`src/rtl/hevc_quant_pkg.sv`:
```
// rtl/hevc_quant_pkg.sv - shared constants, state type and qp helpers for the HEVC quantizer
package hevc_quant_pkg;

  localparam int MAX_QP    = 51;
  localparam int INTRA_OFF = 171;
  localparam int INTER_OFF = 85;

  localparam logic [15:0] QTAB [6] = '{16'd26214, 16'd23302, 16'd20560,
                                       16'd18396, 16'd16384, 16'd14564};

  typedef enum logic [1:0] {IDLE, RUN, DRAIN, DONE} state_t;

  function automatic logic [5:0] clamp_qp(input logic [5:0] qp);
    return (qp > 6'(MAX_QP)) ? 6'(MAX_QP) : qp;
  endfunction

  // qbits = 14 + qp/6 + (15 - bit_depth - log2(n))
  function automatic logic [5:0] qbits(input logic [5:0] qp, input int n, input int bit_depth);
    int qi;
    int r;
    qi = {26'd0, qp};
    r  = 14 + qi / 6 + 15 - bit_depth - $clog2(n);
    return 6'(r);
  endfunction

endpackage

```
`src/rtl/hevc_quant_pe.sv`:
```
// rtl/hevc_quant_pe.sv - two-stage single-coefficient quantization pipeline
module hevc_quant_pe #(
  parameter int CW = 16,
  parameter int IW = 4
) (
  input  logic                 clk,
  input  logic                 rst_n,
  input  logic signed [CW-1:0] c,
  input  logic [15:0]          q,
  input  logic [5:0]           qbits,
  input  logic [47:0]          off,
  input  logic                 valid_in,
  input  logic [IW-1:0]        idx_in,
  output logic signed [CW-1:0] level,
  output logic                 valid_out,
  output logic [IW-1:0]        idx_out,
  output logic                 empty
);

  localparam logic [47:0]   MAG_MAX = 48'((64'd1 << (CW-1)) - 64'd1);
  localparam logic [CW-1:0] MAX_L   = {1'b0, {(CW-1){1'b1}}};
  localparam logic [CW-1:0] MIN_L   = {1'b1, {(CW-1){1'b0}}};

  logic [CW-1:0] mag;
  logic [47:0]   a_s1;
  logic          neg_s1;
  logic          v_s1;
  logic [IW-1:0] idx_s1;
  logic [47:0]   m;
  logic [CW-1:0] lv;

  // two's-complement magnitude: -32768 maps to 0x8000, read as unsigned 32768
  always_comb begin
    mag = c[CW-1] ? (~c + 1'b1) : c;
  end

  always_comb begin
    m = (a_s1 + off) >> qbits;
    if (neg_s1)
      lv = (m > MAG_MAX + 48'd1) ? MIN_L : (~m[CW-1:0] + 1'b1);
    else
      lv = (m > MAG_MAX) ? MAX_L : m[CW-1:0];
  end

  always_ff @(posedge clk or negedge rst_n) begin
    if (!rst_n) begin
      a_s1      <= '0;
      neg_s1    <= 1'b0;
      v_s1      <= 1'b0;
      idx_s1    <= '0;
      level     <= '0;
      valid_out <= 1'b0;
      idx_out   <= '0;
    end else begin
      a_s1      <= 48'(mag) * 48'(q);
      neg_s1    <= c[CW-1];
      v_s1      <= valid_in;
      idx_s1    <= idx_in;
      level     <= lv;
      valid_out <= v_s1;
      idx_out   <= idx_s1;
    end
  end

  assign empty = ~v_s1 & ~valid_out;

endmodule

```
`src/rtl/hevc_quant_n_seq.sv`:
```
// rtl/hevc_quant_n_seq.sv - sequential N x N forward quantizer: FSM, input latch, level array
module hevc_quant_n_seq
  import hevc_quant_pkg::*;
#(
  parameter int N         = 4,
  parameter int BIT_DEPTH = 8,
  parameter int CW        = 16
) (
  input  logic                                clk,
  input  logic                                reset,
  input  logic                                start,
  input  logic [5:0]                          qp,
  input  logic                                intra,
  input  logic signed [0:N-1][0:N-1][CW-1:0]  x,
  output logic signed [0:N-1][0:N-1][CW-1:0]  y,
  output logic [$clog2(N*N):0]                nz_count,
  output logic                                busy,
  output logic                                done
);

  localparam int NN = N * N;
  localparam int IW = $clog2(NN);
  localparam int LN = $clog2(N);

  state_t                       state;
  logic                         start_q;
  logic [0:N-1][0:N-1][CW-1:0]  x_l;
  logic [15:0]                  q_l;
  logic [5:0]                   qb_l;
  logic [47:0]                  off_l;
  logic [IW-1:0]                idx;

  logic [5:0]  qp_c;
  logic [5:0]  qb_c;
  logic [2:0]  qsel;
  logic [47:0] off_c;

  logic signed [CW-1:0] pe_level;
  logic                 pe_valid;
  logic [IW-1:0]        pe_idx;
  logic                 pe_empty;

  always_comb begin
    qp_c  = clamp_qp(qp);
    qb_c  = qbits(qp_c, N, BIT_DEPTH);
    qsel  = 3'(qp_c % 6'd6);
    off_c = (intra ? 48'(INTRA_OFF) : 48'(INTER_OFF)) << (qb_c - 6'd9);
  end

  hevc_quant_pe #(.CW(CW), .IW(IW)) u_pe (
    .clk       (clk),
    .rst_n     (reset),
    .c         ($signed(x_l[idx[IW-1:LN]][idx[LN-1:0]])),
    .q         (q_l),
    .qbits     (qb_l),
    .off       (off_l),
    .valid_in  (state == RUN),
    .idx_in    (idx),
    .level     (pe_level),
    .valid_out (pe_valid),
    .idx_out   (pe_idx),
    .empty     (pe_empty)
  );

  always_ff @(posedge clk or negedge reset) begin
    if (!reset) begin
      state    <= IDLE;
      start_q  <= 1'b0;
      x_l      <= '0;
      q_l      <= '0;
      qb_l     <= '0;
      off_l    <= '0;
      idx      <= '0;
      y        <= '0;
      nz_count <= '0;
      busy     <= 1'b0;
      done     <= 1'b0;
    end else begin
      start_q <= start;
      if (pe_valid) begin
        y[pe_idx[IW-1:LN]][pe_idx[LN-1:0]] <= pe_level;
        if (pe_level != '0)
          nz_count <= nz_count + 1'b1;
      end
      case (state)
        IDLE, DONE: begin
          if (start && !start_q) begin
            x_l      <= x;
            q_l      <= QTAB[qsel];
            qb_l     <= qb_c;
            off_l    <= off_c;
            idx      <= '0;
            y        <= '0;
            nz_count <= '0;
            busy     <= 1'b1;
            done     <= 1'b0;
            state    <= RUN;
          end
        end
        RUN: begin
          idx <= idx + 1'b1;
          if (idx == IW'(NN - 1))
            state <= DRAIN;
        end
        DRAIN: begin
          if (pe_empty) begin
            busy  <= 1'b0;
            done  <= 1'b1;
            state <= DONE;
          end
        end
        default: state <= IDLE;
      endcase
    end
  end

endmodule

```
`config.mk`:
```
export PLATFORM = sky130hd
export DESIGN_NAME = hevc_quant_n_seq
export DESIGN_NICKNAME = d
export VERILOG_FILES = /design/src/rtl/hevc_quant_pkg.sv /design/src/rtl/hevc_quant_pe.sv /design/src/rtl/hevc_quant_n_seq.sv
export SDC_FILE = /design/constraint.sdc
export NUM_CORES = 2
export LEC_CHECK = 0
export CAP_MARGIN = 20
export CORE_ASPECT_RATIO = 0.5
export CORE_MARGIN = 2
export CORE_UTILIZATION = 45
export DETAILED_ROUTE_END_ITERATION = 8
export PLACE_DENSITY = 0.71
export SETUP_SLACK_MARGIN = 0.15
export SYNTH_ARGS = -nofsm -noshare
export SYNTH_HDL_FRONTEND = slang
export SYNTH_SLANG_ARGS = --single-unit
```
`constraint.sdc`:
```
create_clock -name clk -period 11.7 [get_ports clk]
set_clock_uncertainty 0.2 [all_clocks]
set_input_delay 3.51 -clock clk [delete_from_list [all_inputs] [get_ports clk]]
set_output_delay 3.51 -clock clk [all_outputs]
set_load 0.02 [all_outputs]
```
==> After elaboration in Yosys (flattened, before gate mapping) <==
Memories as Yosys holds them, arrays and structs flattened. A register that Yosys moved wholly into a read port is not among the register bits.
Cells that the tools add are included.
{ "totals": {"latch_bits": 0, "wordCells": 139, "ramBits": 0, "input_bits": 266, "out_inout_bits": 263, "rom_bits": 128, "register_bits": 639, "n_memories": 1} }
{ "classes": {"add_sub_neg": 10, "n_bitwise": 10, "multipliers": 1, "n_eq_ne": 7, "n_div": 2, "n_reduce_logical": 14, "n_shift": 2, "mux": 36, "order_cmp": 9} }
{ "memory_table": {"columns": ["name", "words", "width", "read_ports", "rd_clocked_by_memory_dff", "wr", "line_no", "rtl"], "rows": [
  ["(no name shown)", 8, 16, 1, 1, 0, "hevc_quant_n_seq.sv:89", "q_l <= QTAB[qsel];"]
]} }
{ "ops": {"columns": ["op", "n"], "rows": [
  ["256-bit two-way mux", 3],
  ["256-bit bitwise mux", 1],
  ["64-bit two-way mux", 3],
  ["64-bit binary-select mux with 2-bit select", 1],
  ["64-bit demux with 2-bit select", 1],
  ["16-bit two-way mux", 7],
  ["32-bit by 48-bit adder with 48-bit output", 1],
  ["48-bit by 15-bit greater-than comparator with 1-bit output (second input constant)", 1],
  ["48-bit by 16-bit greater-than comparator with 1-bit output (second input constant)", 1],
  ["8-bit by 6-bit << shifter with 48-bit output", 1],
  ["48-bit by 6-bit >> shifter with 48-bit output", 1],
  ["16-bit by 1-bit adder with 16-bit output (second input constant)", 2],
  ["16-bit binary-select mux with 2-bit select", 1],
  ["16-bit demux with 2-bit select", 1],
  ["7-bit by 4-bit divider with 32-bit output (second input constant)", 1],
  ["16-bit by 16-bit multiplier with 32-bit output", 1],
  ["16-bit NOT", 2],
  ["5-bit two-way mux", 4],
  ["16-bit nonzero test", 1],
  ["3-bit >= comparator (second input constant)", 4],
  ["2-bit NOT with 3-bit output", 4],
  ["8-bit two-way mux", 1],
  ["4-bit one-hot mux with 2 select lines", 1],
  ["5-bit by 6-bit adder with 6-bit output (first input constant)", 1],
  ["29 further kinds", 46]
]} }

==> Longest topological paths before layout <==
{ "logic_depth": {"ltp_word": 11, "mapped_depth": 37} }

==> Hierarchy <==
A second synthesis with hierarchy kept.
{ "hier_totals": {"cells_unflattened": 5185, "area_unflattened_um2": 44476.4} }
{ "by_module_without_submodules": {"columns": ["module", "cells_per_inst", "seq_area_each_um2", "n_inst", "area_each_um2"], "rows": [
  ["hevc_quant_n_seq", 2890, 14839.2, 1, 26466.6],
  ["hevc_quant_pe", 2295, 1476.4, 1, 18009.8]
]} }

==> Worst setup path after synthesis <==
No wires, ideal clock.
{ "synth_timing": {"path_type": "reg2reg", "from": "register idx[2]", "to": "register u_pe.a_s1[31]", "arrival_time_ns": 10.329, "setup_time_ns": 0.080, "setup_slack_ns": 1.091, "period_less_slack_ns": 10.609, "path_stages_with_launch": 38, "n_path_buf": 7, "cell_sequence": "dfrtp_1 > clkbuf_1 > buf_2 > buf_2 > clkbuf_1 > clkbuf_1 > mux4_2 > mux4_2 > clkbuf_1 > nand2_1 > xor2_1 > clkbuf_1 > nor2b_1 > fa_1 > inv_1 > fa_1 > inv_1 > ha_1 > [... 2 more ...] > fa_1 > fa_1 > inv_1 > ha_1 > a21oi_1 > o21bai_1 > a21oi_1 > o21bai_1 > a21oi_1 > nor2b_1 > o21a_1 > o41ai_1 > o2111a_1 > o31ai_1 > or4b_2 > a31o_2 > a21oi_1 > xnor2_1"} }
{ "synth_between": {"elab_chain_cells": 11} }
{ "synth_lines": {"columns": ["item", "line_no", "rtl"], "rows": [
  ["from (decl)", "hevc_quant_n_seq.sv:31", "logic [IW-1:0] idx;"],
  ["from (signal assigned)", "hevc_quant_n_seq.sv:101", "idx <= idx + 1'b1;"],
  ["2-bit NOT with 3-bit output (not written as such) (*)", "hevc_quant_n_seq.sv:53", ".c ($signed(x_l[idx[IW-1:LN]][idx[LN-1:0]])),"],
  ["64-bit binary-select mux with 2-bit select (*)", "hevc_quant_n_seq.sv:53", null],
  ["64-bit two-way mux (not written as such) (*) (2 in a row)", "hevc_quant_n_seq.sv:53", null],
  ["16-bit binary-select mux with 2-bit select (*)", "hevc_quant_n_seq.sv:53", null],
  ["16-bit two-way mux (not written as such) (*) (2 in a row)", "hevc_quant_n_seq.sv:53", null],
  ["net u_pe.c[15]", "hevc_quant_pe.sv:8", "input logic signed [CW-1:0] c,"],
  ["16-bit NOT", "hevc_quant_pe.sv:34", "mag = c[CW-1] ? (~c + 1'b1) : c;"],
  ["16-bit by 1-bit adder with 16-bit output", "hevc_quant_pe.sv:34", null],
  ["16-bit two-way mux (*)", "hevc_quant_pe.sv:34", null],
  ["16-bit by 16-bit multiplier with 32-bit output (*)", "hevc_quant_pe.sv:55", "a_s1 <= 48'(mag) * 48'(q);"],
  ["to (signal assigned)", "hevc_quant_pe.sv:55", null],
  ["to (decl)", "hevc_quant_pe.sv:25", "logic [47:0] a_s1;"]
]} }
Mark *: on every way through the listed nets, which the timed path passes. The rest lies on a longest branch. The select of a mux whose other input is x is not followed.
A chain may end at the register's enable or synchronous reset.

==> Worst setup path after layout <==
{ "layout_timing": {"from": "register idx[2]", "to": "register u_pe.a_s1[31]"} }
{ "layout_between": {"elab_chain_cells": 11} }
{ "layout_lines": {"columns": ["item", "line_no"], "rows": [
  ["2-bit NOT with 3-bit output (not written as such) (*)", "hevc_quant_n_seq.sv:53"],
  ["64-bit binary-select mux with 2-bit select (*)", "hevc_quant_n_seq.sv:53"],
  ["64-bit two-way mux (not written as such) (*) (2 in a row)", "hevc_quant_n_seq.sv:53"],
  ["16-bit binary-select mux with 2-bit select (*)", "hevc_quant_n_seq.sv:53"],
  ["16-bit two-way mux (not written as such) (*) (2 in a row)", "hevc_quant_n_seq.sv:53"],
  ["16-bit NOT", "hevc_quant_pe.sv:34"],
  ["16-bit by 1-bit adder with 16-bit output", "hevc_quant_pe.sv:34"],
  ["16-bit two-way mux (*)", "hevc_quant_pe.sv:34"],
  ["16-bit by 16-bit multiplier with 32-bit output (*)", "hevc_quant_pe.sv:55"]
]} }
Every way passes the cells marked *; elsewhere a longest branch is shown, timed or not. The select of a mux whose other input is x is not followed.

==> reports/qor.yml <==
status: "finished clean"
drtAntennaViolNets: 0
async_flop_share_pct: 100
syn_to_final_growth_pct: 19.5
cts_tree: "built"
dp.cells: 6411
hold_class: "register to register"
maxCapViolCount: 0
post-cts-setup-buffer-count: 0
crit_path_end_kind: "register"
post_drt_wl_per_cell_um: 21.9
yosysTopAreaCell: "dfrtp_1"
clkLatencyLatePin_ns: 0.68
grt_max_degree: 204
cts-htree-levels: 2
drc: 0
root_buffer: "clkbuf_16"
start_util_pct: 45.6
netlist.area_leader.share_pct: 38.2
crit_type: "register to register"
finalHoldViolCount: 0
vias_per_cell: 5.78
postCtsResizedCells: 0
ys_types: 108
syn_area_per_cell_um2: 8.76
maxSlewViolCount: 0
boundaryPins: 529
fin_nets: 5829
wirelength_um: 143000
synth_enable_flop_cells: 0
slowest_stage: "dfrtp_4"
synthesis.nets: 5476
drt-initial-drc-count: 3870
cpPeakStageDelay_ns: 0.83
finalSetupTns_ns: 0
fin_cells: 6526
critPathArrivalTime_ns: 10.46
startpoint_type: "register"
path_max_fanout: 32
track_usage_pct: 29.1
rsz0062_at_grt: "false"
numCtsBuffers: 59
synth-warning-count: 0
antenna_found_initial: 4
design.core.area_mm2: 0.0934
final_area_mm2: 0.0510
grt-ovfl-total: 0
yosys-top-cells-area: "dfrtp_1 38%, nand2_1 14%, fa_1 7.9%"
place.gp.congestion: 0.976
grt_pass1_vias: 37367
clock_sinks: 651
die_area_mm2: 0.0974
numPortBuffers: 528
path_clk_slew_ns: 0.07
syn_area_mm2: 0.0426
num_vias: 37714
required_ns: 12.10
synthCells: 4867
max_freq_mhz: 99.4
clk_path_buf_depth: 3
die_x_um: 439
hpwlAfterDp_um: 107000
placed_cell_area_mm2: 0.0489
setup_violations: 0
cpMostUsedCell: "fa_1"
synth_seq_cells: 651
yosysSeqAreaShare_pct: 38.2
slew_headroom_pct: 11.2
die_y_um: 222
synthTopCellsByCount: "1550 x nand2_1, 651 x dfrtp_1, 354 x a21oi_1, 260 x clkbuf_1, 255 x inv_1"
cts_hold_buf: 0
fin_crit_sh_pct: 86.0
synth_ff_type: "dfrtp_1"
dr.pass1.iters: 6
drive_above_1_share_pct: 6.55
synth.most_common_cell: "nand2_1"
tightest_slew_ns: 1.30
period_needed_ns: 10.06
rows: 79
grt_first_pass_wirelength_um: 222000
[placed cells by master, fill, tap and decap left out, drive strengths merged, types with 12 or more instances in the layout]
master	netlist	layout
dfrtp	651	651
a2111oi	12	12
a31oi	33	33
fa	169	169
a211oi	40	40
mux4	95	95
o22ai	18	18
a311oi	12	12
clkdlybuf4s50	0	527
clkbuf	260	82
and2	81	81
buf	50	75
a21o	39	39
o21ai	123	123
nand2	1550	1550
a211o	18	18
clkinv	2	14
nor3	64	64
nand2b	47	47
ha	174	174
nor2b	81	81
a221oi	12	12
a21oi	361	361
o211ai	33	33
or3	17	17
and3	24	24
nor2	166	166
xor2	25	25
o31ai	24	24
xnor2	43	43
a22o	25	25
mux2	14	14
o221ai	13	13
nand3	77	77
o21a	19	19
mux2i	30	30
nand4	32	32
inv	256	260
[worst max-delay path, delay by kind of cell, from the launching register on]
kind,cells,cell delay [ns]
AOI/OAI and AO/OA,8,1.54
xor gates and xnor gates,2,0.25
adders and majority gates,7,3.31
buffers and inverters,7,1.07
DFF,1,0.83
muxes,2,1.06
and+or+nand+nor,7,1.71
[final cells by class]
cell class / count / area, um2
flip-flops and latches: 651 / 16300
inverters: 258 / 968
repair buffers: 602 / 5920
fillers: 8402 / 42500
clock buffers: 82 / 1700
clock inverters: 28 / 323
well taps: 1255 / 1570
multi-input cells: 3648 / 24200
diodes: 2 / 5.00
[registers in the layout (all words and copies together), names as in the netlist, 2 cells and up]
name          flops
nz_count          5
off_l            48
u_pe.level       16
x_l             256
idx               4
qb_l              6
u_pe.idx_s1       4
u_pe.a_s1        31
q_l              13
y               256
state             2
u_pe.idx_out      4
[per-stage QoR]
stage	setup slack, ns	utilization (%)	hold WS (ns)
finish	1.64	54.6	0.183
global route	0.997	54.6	0.188
CTS	1.49	54.5	0.182
detailed placement	1.51	52.4	0.166
global placement	1.62	52.3	0.152
floorplan	1.09	-	0.131
[layer usage]
| layer | GRT usage, % | up-vias | part of all wire [%] |
|---|---|---|---|
| met5 | 0 | - | 0.0091 |
| met4 | 11.4 | 2 | 4.4 |
| met3 | 4.12 | 326 | 6.8 |
| met2 | 47.6 | 1600 | 47 |
| met1 | 39.0 | 18666 | 41 |
| li1 | - | 17120 | - |
[path summary, 6_finish.rpt]
| path | from | end | slack [ns] | depth (start not counted) |
|---|---|---|---|---|
| max | idx[2] | u_pe.a_s1[31] | 1.64 | 33 |
| min | u_pe.v_s1 | u_pe.valid_out | 0.18 | 0 |
| max reg2reg | idx[2] | u_pe.a_s1[31] | 1.64 | 33 |
| min reg2reg | u_pe.v_s1 | u_pe.valid_out | 0.18 | 0 |
| max in group asynchronous | reset | idx[2] | 6.54 | 3 |
| min in group asynchronous | reset | y[145] | 2.55 | 1 |
[logic make-up (layout without fill, tap and decap cells)]
| group | count (synthesis) | after routing | synth area share [%] |
|---|---|---|---|
| XOR/XNOR | 68 | 68 | 1.41 |
| multiplexers | 139 | 139 | 6.09 |
| adder cells (fa/ha/maj) | 343 | 343 | 13.0 |
| other | 0 | 2 | 0 |
| AO/OA/AOI/OAI | 913 | 913 | 14.3 |
| buffers and inverters | 568 | 970 | 5.15 |
| AND/OR/NAND/NOR | 2185 | 2185 | 21.8 |
| flip-flops | 651 | 651 | 38.2 |
Power is left out: the tool's default activity adds up to more than one toggle a clock period on the data nets, which glitch-free logic cannot reach.
